## src/rtl/run_ctrl_pkg.sv

```systemverilog
// run_ctrl_pkg: shared FSM state type and default sizing for the run controller
package run_ctrl_pkg;
    typedef enum logic [1:0] {IDLE, LOAD, RUN, DONE} state_t;
    localparam int DEF_D          = 12;
    localparam int DEF_CYC_W      = 16;
    localparam int DEF_MAX_CYCLES = 4096;
endpackage

```

## src/rtl/run_ctrl.sv

```systemverilog
// run_ctrl: req/done run handshake responder; loads PC, enables core until halt or watchdog (optional RUN_CTRL_STEP_EN adds single-step gating)
module run_ctrl
    import run_ctrl_pkg::*;
#(
    parameter int D          = DEF_D,
    parameter int CYC_W      = DEF_CYC_W,
    parameter int MAX_CYCLES = DEF_MAX_CYCLES
) (
    input  logic             clk,
    input  logic             reset,
    input  logic             req,
    input  logic             halt,
`ifdef RUN_CTRL_STEP_EN
    input  logic             step,
`endif
    input  logic [D-1:0]     start_addr,
    output logic             pc_load,
    output logic [D-1:0]     pc_start,
    output logic             core_en,
    output logic             done,
    output logic [CYC_W-1:0] cycle_count,
    output logic             timeout
);
    state_t           r_state;
    state_t           w_next;
    logic [D-1:0]     r_pc_start;
    logic [CYC_W-1:0] r_cycle_count;
    logic             r_timeout;
    logic             w_adv;
    logic             w_halt;
    logic             w_wd;

`ifdef RUN_CTRL_STEP_EN
    assign w_adv = step;
`else
    assign w_adv = 1'b1;
`endif
    assign w_halt = w_adv && halt;
    assign w_wd   = w_adv && (r_cycle_count == CYC_W'(MAX_CYCLES - 1));

    assign pc_load     = (r_state == LOAD);
    assign core_en     = (r_state == RUN) && w_adv;
    assign done        = (r_state == DONE);
    assign pc_start    = r_pc_start;
    assign cycle_count = r_cycle_count;
    assign timeout     = r_timeout;

    // State register; reset aborts any run immediately
    always_ff @(posedge clk) begin
        if (reset) r_state <= IDLE;
        else       r_state <= w_next;
    end

    // Next-state: halt takes priority over watchdog, both only on advancing RUN cycles
    always_comb begin
        w_next = r_state;
        case (r_state)
            IDLE:    w_next = req ? LOAD : IDLE;
            LOAD:    w_next = RUN;
            RUN:     w_next = (w_halt || w_wd) ? DONE : RUN;
            DONE:    w_next = req ? DONE : IDLE;
            default: w_next = IDLE;
        endcase
    end

    // Datapath: capture start address on accept, count advancing RUN cycles, flag watchdog ends
    always_ff @(posedge clk) begin
        if (reset) begin
            r_pc_start    <= '0;
            r_cycle_count <= '0;
            r_timeout     <= 1'b0;
        end else if (r_state == IDLE && req) begin
            r_pc_start    <= start_addr;
            r_cycle_count <= '0;
            r_timeout     <= 1'b0;
        end else if (r_state == RUN && w_adv) begin
            r_cycle_count <= r_cycle_count + 1'b1;
            r_timeout     <= w_wd && !w_halt;
        end
    end
endmodule

```

## config.mk

```make
export PLATFORM = sky130hd
export DESIGN_NAME = run_ctrl
export DESIGN_NICKNAME = d
export VERILOG_FILES = /design/src/rtl/run_ctrl_pkg.sv /design/src/rtl/run_ctrl.sv
export SDC_FILE = /design/constraint.sdc
export NUM_CORES = 1
export LEC_CHECK = 0
export BUFFER_PORTS_ARGS = -buffer_cell sky130_fd_sc_hd__buf_2
export CORE_MARGIN = 8
export CORE_UTILIZATION = 30
export CTS_BUF_LIST = sky130_fd_sc_hd__clkbuf_8 sky130_fd_sc_hd__clkbuf_16
export DETAILED_ROUTE_END_ITERATION = 10
export HOLD_SLACK_MARGIN = 0.05
export MAX_ROUTING_LAYER = met4
export SYNTH_ARGS = -nofsm -noshare
export SYNTH_HDL_FRONTEND = slang
export SYNTH_SLANG_ARGS = --single-unit
```

## constraint.sdc

```tcl
create_clock -name clk -period 2.1 [get_ports clk]
set_input_delay 0.21 -clock clk [delete_from_list [all_inputs] [get_ports clk]]
set_output_delay 0.21 -clock clk [all_outputs]
set_load 0.01 [all_outputs]
```

# == Yosys cells after proc, flatten, opt, wreduce, memory -nomap -nowiden ==
# Cells that the tools add are included.
# word_totals
register_bits,31
word_cells,19
inputBits,16
output_inout_bits,32
# op_classes
eq_ne,4
n_reduce_logical,6
add_sub_neg,1
muxes,4
# op_table
cell,n
adder 16 x 1 -> 16 bit (second input constant),1
equality test 16 x 12 -> 1 bit (second input constant),1
case mux 2 bit (4 select lines),1
equality test 2 bit (second input constant),2
equality test 2 x 1 -> 1 bit (second input constant),1
logical AND 1 bit,2
zero test 2 bit,1
2-to-1 mux 1 bit,2
2-to-1 mux 2 bit,1
OR reduction 2 bit,1
zero test 1 bit,1
logical OR 1 bit,1

# == Longest topological paths before layout ==
# Gate-level depths: netlist of the first run.
# logic_depth
word_depth,4
mapped_depth,5

# == Worst setup path before layout of the first run ==
# No wires, ideal clock.
# synth_timing
kind,register -> register
start,reg r_cycle_count[0] (netlist: cycle_count[0])
end,reg r_cycle_count[12] (netlist: cycle_count[12])
required_ps,2030
period_less_slack_ps,1914
setup_ps,70
arrival_ps,1844
n_path_buf,0
path_stages_with_launch,6
setup_slack_ps,186
path_cell_list,dfxtp_1 -> ha_1 -> nand3b_1 -> or4_1 -> or3_2 -> a21oi_1
# synth_via
elab_chain_cells,1
# synth_rtl
item,line,rtl
"start, declared",run_ctrl.sv:27,logic [CYC_W-1:0] r_cycle_count;
"start signal, assigned",run_ctrl.sv:77,r_cycle_count <= r_cycle_count + 1'b1;
adder 16 x 1 -> 16 bit,run_ctrl.sv:77,
# Every way passes these cells.
# A chain may end at the register's enable or synchronous reset.

# == Final worst setup path of the first run ==
# Ends and elaborated chain as after synthesis.

==> results.md, run 1 <==
- Status: finished, final reports clean
- Post-synthesis sequential area ratio: 48.25%
- Share of layout cells above drive strength 1: 29.52%
- Top-count cell post-synth: nand2_1
- Antenna cells: 0
- XOR/XNOR Fraction of Synth Area: 6.809%
- DR vias: 1225
- Area Overhead vs Synth: 32.30%
- Min Tclk post-route: 1954 ps
- Die area: 0.006639 sq mm
- Via density: 4.676
- Worst EP arrival: 2170 ps
- Worst vdd ir: 0.3096 mV
- Critical path endpoint category: flop
- RSZ-0062 raised after global routing: no
- Main combinational cell family by area after synthesis: simple AND/OR/NAND/NOR gates
- Gr usage total: 11.37%
- Leak: 0.7230 nW
- Slew HR: 70.59%
- Slowest cell on the critical path: or4_1
- Post-Synth Adder-Cell Area: 0.9728%
- Dpl hpwl: 2.527 mm
- Final Cell Area: 0.001702 sq mm
- MaxCap Viol Count: 0
- CP max stage delay: 540 ps
- Die X: 81.48 um
- Simple-gate portion of the synthesized area: 29.18%
- # fillers: 448
- Skew-Pair Late Insertion Delay: 280 ps
- Final net count: 226
- Power Dens Cells: 758.0 mW/mm^2
- Synth area leader: dfxtp_1
- FP Rows: 24
- Final Hold Viols: 0
- I/O Buffers: 47
- Vias in the first global route: 1209
- Core area: 0.004234 sq mm
- Flops & latches, synth: 31
- CTS Sinks: 31
- Synth cell types: 31
- H-Tree Depth: 2
- DRC violations left: 0
- Starting Density: 30.38%
- Initial antenna violation count: 0
- Yosys warns: 0
- Largest net degree at the start of global routing: 18
- Critical path class: reg -> reg
- Starting DRT DRC Count: 38
- CP required: 2310 ps
- Final Slew Violations: 0
- Placed Instance Area: 0.001602 sq mm
- First-pass GRT wire length: 5.706 mm
- Critical Path Fanout Max: 5
- Power Total: 1.290 mW
- Max frequency: 511.8 MHz
- EDFF count, synth: 0
- Final worst path period share: 93.03%
- Post-CTS setup buffers: 0
- CTS tree: done
- Mapped Nets: 173
- DR pass1 iterations: 4
- Worst-Margin Slew: 440.0 ps
- Mapped Cells: 156
- Setup TNS: 0 ps
- Area share of the largest cell type after synthesis: 48.25%
- Startpoint types: flop
- Clk pin slew, worst setup/hold paths: 70 ps
- Clk_skew: 3.536 ps
- Total routed wirelength: 3.541 mm
- Remaining Overflow, GRT: 0
- Mapped Avg Cell Area: 8.245 sq um
- Post-synth ARST share: 0%
- Post-DRT Antenna Nets: 0
- Commonest cells in the netlist: nand2_1, dfxtp_1, a21oi_1
- Hold Crit Class: in -> reg
- Synth Area in Compound Gates: 11.28%
- Top FF cell, synth: dfxtp_1
- Hold Buf Count CTS: 0
- Final setup violation count: 0
- CTS root buf: clkbuf_8
- Maximum clock path buffer count: 2
- Main area contributors after synthesis: dfxtp_1, nand2_1, a21oi_1
- Syn Std Cell Area: 0.001286 sq mm
- WL per Instance: 13.52 um
- GPL Wtd Cong: 0.7689
- Post-CTS Resized: 0
- Cell Chain, Critical Path: ha_1 > nand3b_1 > or4_1 > or3_2 > a21oi_1
- Die Y: 81.48 um
- Multiplexer area fraction after synthesis: 0%
- # IOs: 48
- Cts bufs inserted: 5
logic make-up (layout without fill, tap and decap cells):
family	Yosys count	after routing
DFF	31	31
buffers and inverters	12	66
xor gates and xnor gates	10	10
adders and majority gates	1	1
and+or+nand+nor	76	76
AOI/OAI and AO/OA	26	26
worst max-delay path, delay by kind of cell (launching register included):
kind,cells,cell delay (ps)
compound gates,1,140
simple gates,3,1090
fa+ha+maj,1,240
flops,1,410
stage by stage:
step	setup slack, ps	hold WS, ps	instances	utilization, %
2_1_floorplan	186.2	346.0	156	-
3_3_place_gp	235.0	439.5	254	37.83
3_5_place_dp	189.9	443.4	254	37.83
4_1_cts	162.1	158.9	262	40.19
5_1_grt	61.19	175.7	262	40.19
6_report	146.3	165.7	262	40.19
area by class of cell:
cell class	count	area, sq um	share of cell area (%)
clock inverter	1	3.754	0.2206
clock buffer	7	96.34	5.662
timing repair buffer	52	272.8	16.03
multi-input combinational	113	620.6	36.47
tap	52	65.06	3.824
inverter	6	22.52	1.324
sequential	31	620.6	36.47
power by group:
part	total, mW	internal (mW)	switching, mW
clock network	0.515	0.294	0.220
registers	0.627	0.612	0.0151
logic	0.148	0.0591	0.0891
total	1.29	0.965	0.325
state kept, by name, summed over array words and instances (netlist names):
| register | cells |
|---|---|
| r_state | 2 |
| cycle_count | 16 |
| pc_start | 12 |
| timeout | 1 |
worst paths after layout:
path	from	end	slack, ps	depth (start not counted)
hold / removal	start_addr[5]	pc_start[5]	170	3
hold reg to reg	pc_start[10]	pc_start[10]	450	2
setup / recovery	cycle_count[0]	cycle_count[12]	150	5
setup reg to reg	cycle_count[0]	cycle_count[12]	150	5
per-layer routing:
layer  track usage [%]  share of wire, %
met3             2.626               4.4
met5                 -                 0
met4             5.893               2.1
met1             12.75                42
met2             18.46                51
layout by cell type, fill, tap and decap left out, types with 2 or more instances in the layout:
cell	instances
inv_1	7
buf_4	5
clkbuf_8	7
nor3_1	3
nand2_1	32
buf_2	47
or4_1	5
or3_1	3
nor2_1	13
nand3_1	3
dfxtp_1	31
nor4_1	3
xnor2_1	7
xor2_1	3
a21oi_1	18
o21ai_0	4
nand2b_1	2
nand4_1	3
No activity file was read; power rests on OpenSTA's default activity.
==> run 2, diff against run 1 <==
--- a/config.mk
+++ b/config.mk
@@ -9,9 +9,11 @@
 export CORE_MARGIN = 8
 export CORE_UTILIZATION = 30
 export CTS_BUF_LIST = sky130_fd_sc_hd__clkbuf_8 sky130_fd_sc_hd__clkbuf_16
+export CTS_CLUSTER_DIAMETER = 200
 export DETAILED_ROUTE_END_ITERATION = 10
 export HOLD_SLACK_MARGIN = 0.05
 export MAX_ROUTING_LAYER = met4
+export REMOVE_ABC_BUFFERS = 1
 export SYNTH_ARGS = -nofsm -noshare
 export SYNTH_HDL_FRONTEND = slang
 export SYNTH_SLANG_ARGS = --single-unit
==> run 2 against run 1 <==
Via count rose by 0.16%. Hold slack got worse by 9.5 ps. Worst setup slack improved by 48 ps. Fmax rose by 2.5%. Critical path depth did not move. Clock skew rose by 4.8 ps. Clock power rose by 18%. Utilization rose by 0.77 points. Register-to-register slack improved by 50 ps. Global-route usage fell by 0.70 points. Non-clock buffer count rose by 2.
==> results.md, run 2 (synthesized netlist as in run 1, its figures left out) <==
- Pre-CTS setup slack: 205.8 ps (was 189.9 ps)
- CTS Sinks: 31 (unchanged)
- Maximum clock path buffer count: 2 (unchanged)
- GPL Wtd Cong: 0.7276 (was 0.7689)
- RSZ-0062 raised after global routing: no (unchanged)
- Worst-Margin Slew: 416.2 ps (was 440.0 ps)
- Final Slew Violations: 0 (unchanged)
- Antenna cells: 0 (unchanged)
- Cts bufs inserted: 5 (unchanged)
- FP Rows: 24 (unchanged)
- Area Overhead vs Synth: 34.82% (was 32.30%)
- Critical Path Fanout Max: 5 (unchanged)
- DR vias: 1227 (was 1225)
- Post-CTS setup buffers: 0 (unchanged)
- Setup TNS: 0 ps (unchanged)
- Die Y: 81.48 um (unchanged)
- Clk pin slew, worst setup/hold paths: 70 ps (about the same)
- Critical path endpoint category: flop (unchanged)
- CTS tree: done (unchanged)
- Clk_skew: 8.306 ps (was 3.536 ps)
- Startpoint types: flop (unchanged)
- Power Dens Cells: 796.8 mW/mm^2 (was 758.0 mW/mm^2)
- Core area: 0.004234 sq mm (unchanged)
- Most common cell after layout, fill and taps aside: buf_2 (unchanged)
- Vias in the first global route: 1139 (was 1209)
- Die X: 81.48 um (unchanged)
- Die area: 0.006639 sq mm (unchanged)
- CTS root buf: clkbuf_8 (unchanged)
- Gr usage total: 10.66% (was 11.37%)
- Final net count: 228 (was 226)
- WL per Instance: 12.84 um (was 13.52 um)
- Post-DRT Antenna Nets: 0 (unchanged)
- Final worst path period share: 90.75% (was 93.03%)
- Placed Instance Area: 0.001617 sq mm (was 0.001602 sq mm)
- I/O Buffers: 47 (unchanged)
- Largest net degree at the start of global routing: 18 (unchanged)
- # IOs: 48 (unchanged)
- Final Hold Viols: 0 (unchanged)
- Min Tclk post-route: 1906 ps (was 1954 ps)
- Via density: 4.648 (was 4.676)
- Total routed wirelength: 3.391 mm (was 3.541 mm)
- Share of layout cells above drive strength 1: 30.66% (was 29.52%)
- Max reg flops: 16 (unchanged)
- Starting Density: 30.38% (unchanged)
- Final setup violation count: 0 (unchanged)
- Post-CTS Resized: 0 (unchanged)
- Leak: 0.7373 nW (was 0.7230 nW)
- MaxCap Viol Count: 0 (unchanged)
- Initial antenna violation count: 0 (unchanged)
- Slew HR: 72.19% (was 70.59%)
- Hold Crit Class: in -> reg (unchanged)
- Max frequency: 524.7 MHz (was 511.8 MHz)
- Post-route setup slack: 194.3 ps (was 146.3 ps)
- DRC violations left: 0 (unchanged)
- Worst EP arrival: 2120 ps (was 2170 ps)
- Skew-Pair Late Insertion Delay: 280 ps (about the same)
- Worst flop-to-flop path startpoint: cycle_count[0] (unchanged)
- Remaining Overflow, GRT: 0 (unchanged)
- First-pass GRT wire length: 5.230 mm (was 5.706 mm)
- Hold depth: 3 (unchanged)
- Beginning of the worst hold path: start_addr[2] (was start_addr[5])
- Worst vdd ir: 0.3821 mV (was 0.3096 mV)
- R2R cell count: 5 (unchanged)
- Status: finished, final reports clean (unchanged)
- Hold Buf Count CTS: 0 (unchanged)
- Critical path class: reg -> reg (unchanged)
- CP startpoint: cycle_count[0] (unchanged)
- DR pass1 iterations: 4 (unchanged)
- Dpl hpwl: 2.526 mm (was 2.527 mm)
- CP required: 2310 ps (about the same)
- Final Cell Area: 0.001734 sq mm (was 0.001702 sq mm)
- Most frequent cells in the layout: buf_2, nand2_1, dfxtp_1 (unchanged)
- Starting DRT DRC Count: 26 (was 38)
- Min Hold Slack: 156.2 ps (was 165.7 ps)
- H-Tree Depth: 2 (unchanged)
[run 2: through the flow]
step	power, mW	utilization [%]	instances
after floorplan	0.7165	-	150
after global placement	0.7905	38.18	256
after detailed placement	0.7920	38.18	256
after CTS	1.406	40.96	264
after global routing	1.448	40.96	264
final	1.382	40.96	264
[run 2: metal layers]
| layer | part of all wire, % | vias up | wire, um | global-route usage (%) |
|---|---|---|---|---|
| met2 | 42 | 36 | 1417 | 15.35 |
| li1 | - | 642 | - | - |
| met1 | 47 | 547 | 1590 | 12.62 |
| met5 | 0 | - | 0 | - |
| met4 | 0.65 | 0 | 22 | 3.750 |
| met3 | 11 | 2 | 360 | 5.142 |
[run 2: area by class of cell]
type                            instances  area [sq um]
Clock inverter                          2         35.03
Sequential cell                        31         620.6
Fill cell                             443          2500
Timing Repair Buffer                   54         287.8
Tap cell                               52         65.06
Inverter                                6         22.52
Multi-Input combinational cell        113         620.6
Clock buffer                            6         82.58
[run 2: path summary, 6_finish.rpt]
path,end,slack (ps)
worst min register to register,pc_start[7],450
worst max-delay path,cycle_count[12],190
worst min-delay path,pc_start[2],160
worst max register to register,cycle_count[12],190
[run 2: power breakdown]
group	internal [mW]	leakage [nW]	total (mW)	switching (mW)
sequential	0.612	0.252	0.627	0.0149
clock	0.384	0.0612	0.606	0.222
combinational	0.0611	0.424	0.149	0.0883
total	1.06	0.737	1.38	0.325
[run 2: worst max-delay path, cell delays in order (launching register included)]
cell and delay, ps:
dfxtp_1 410, ha_1 230, nand3b_1 120, or4_1 520, or3_2 420, a21oi_1 140
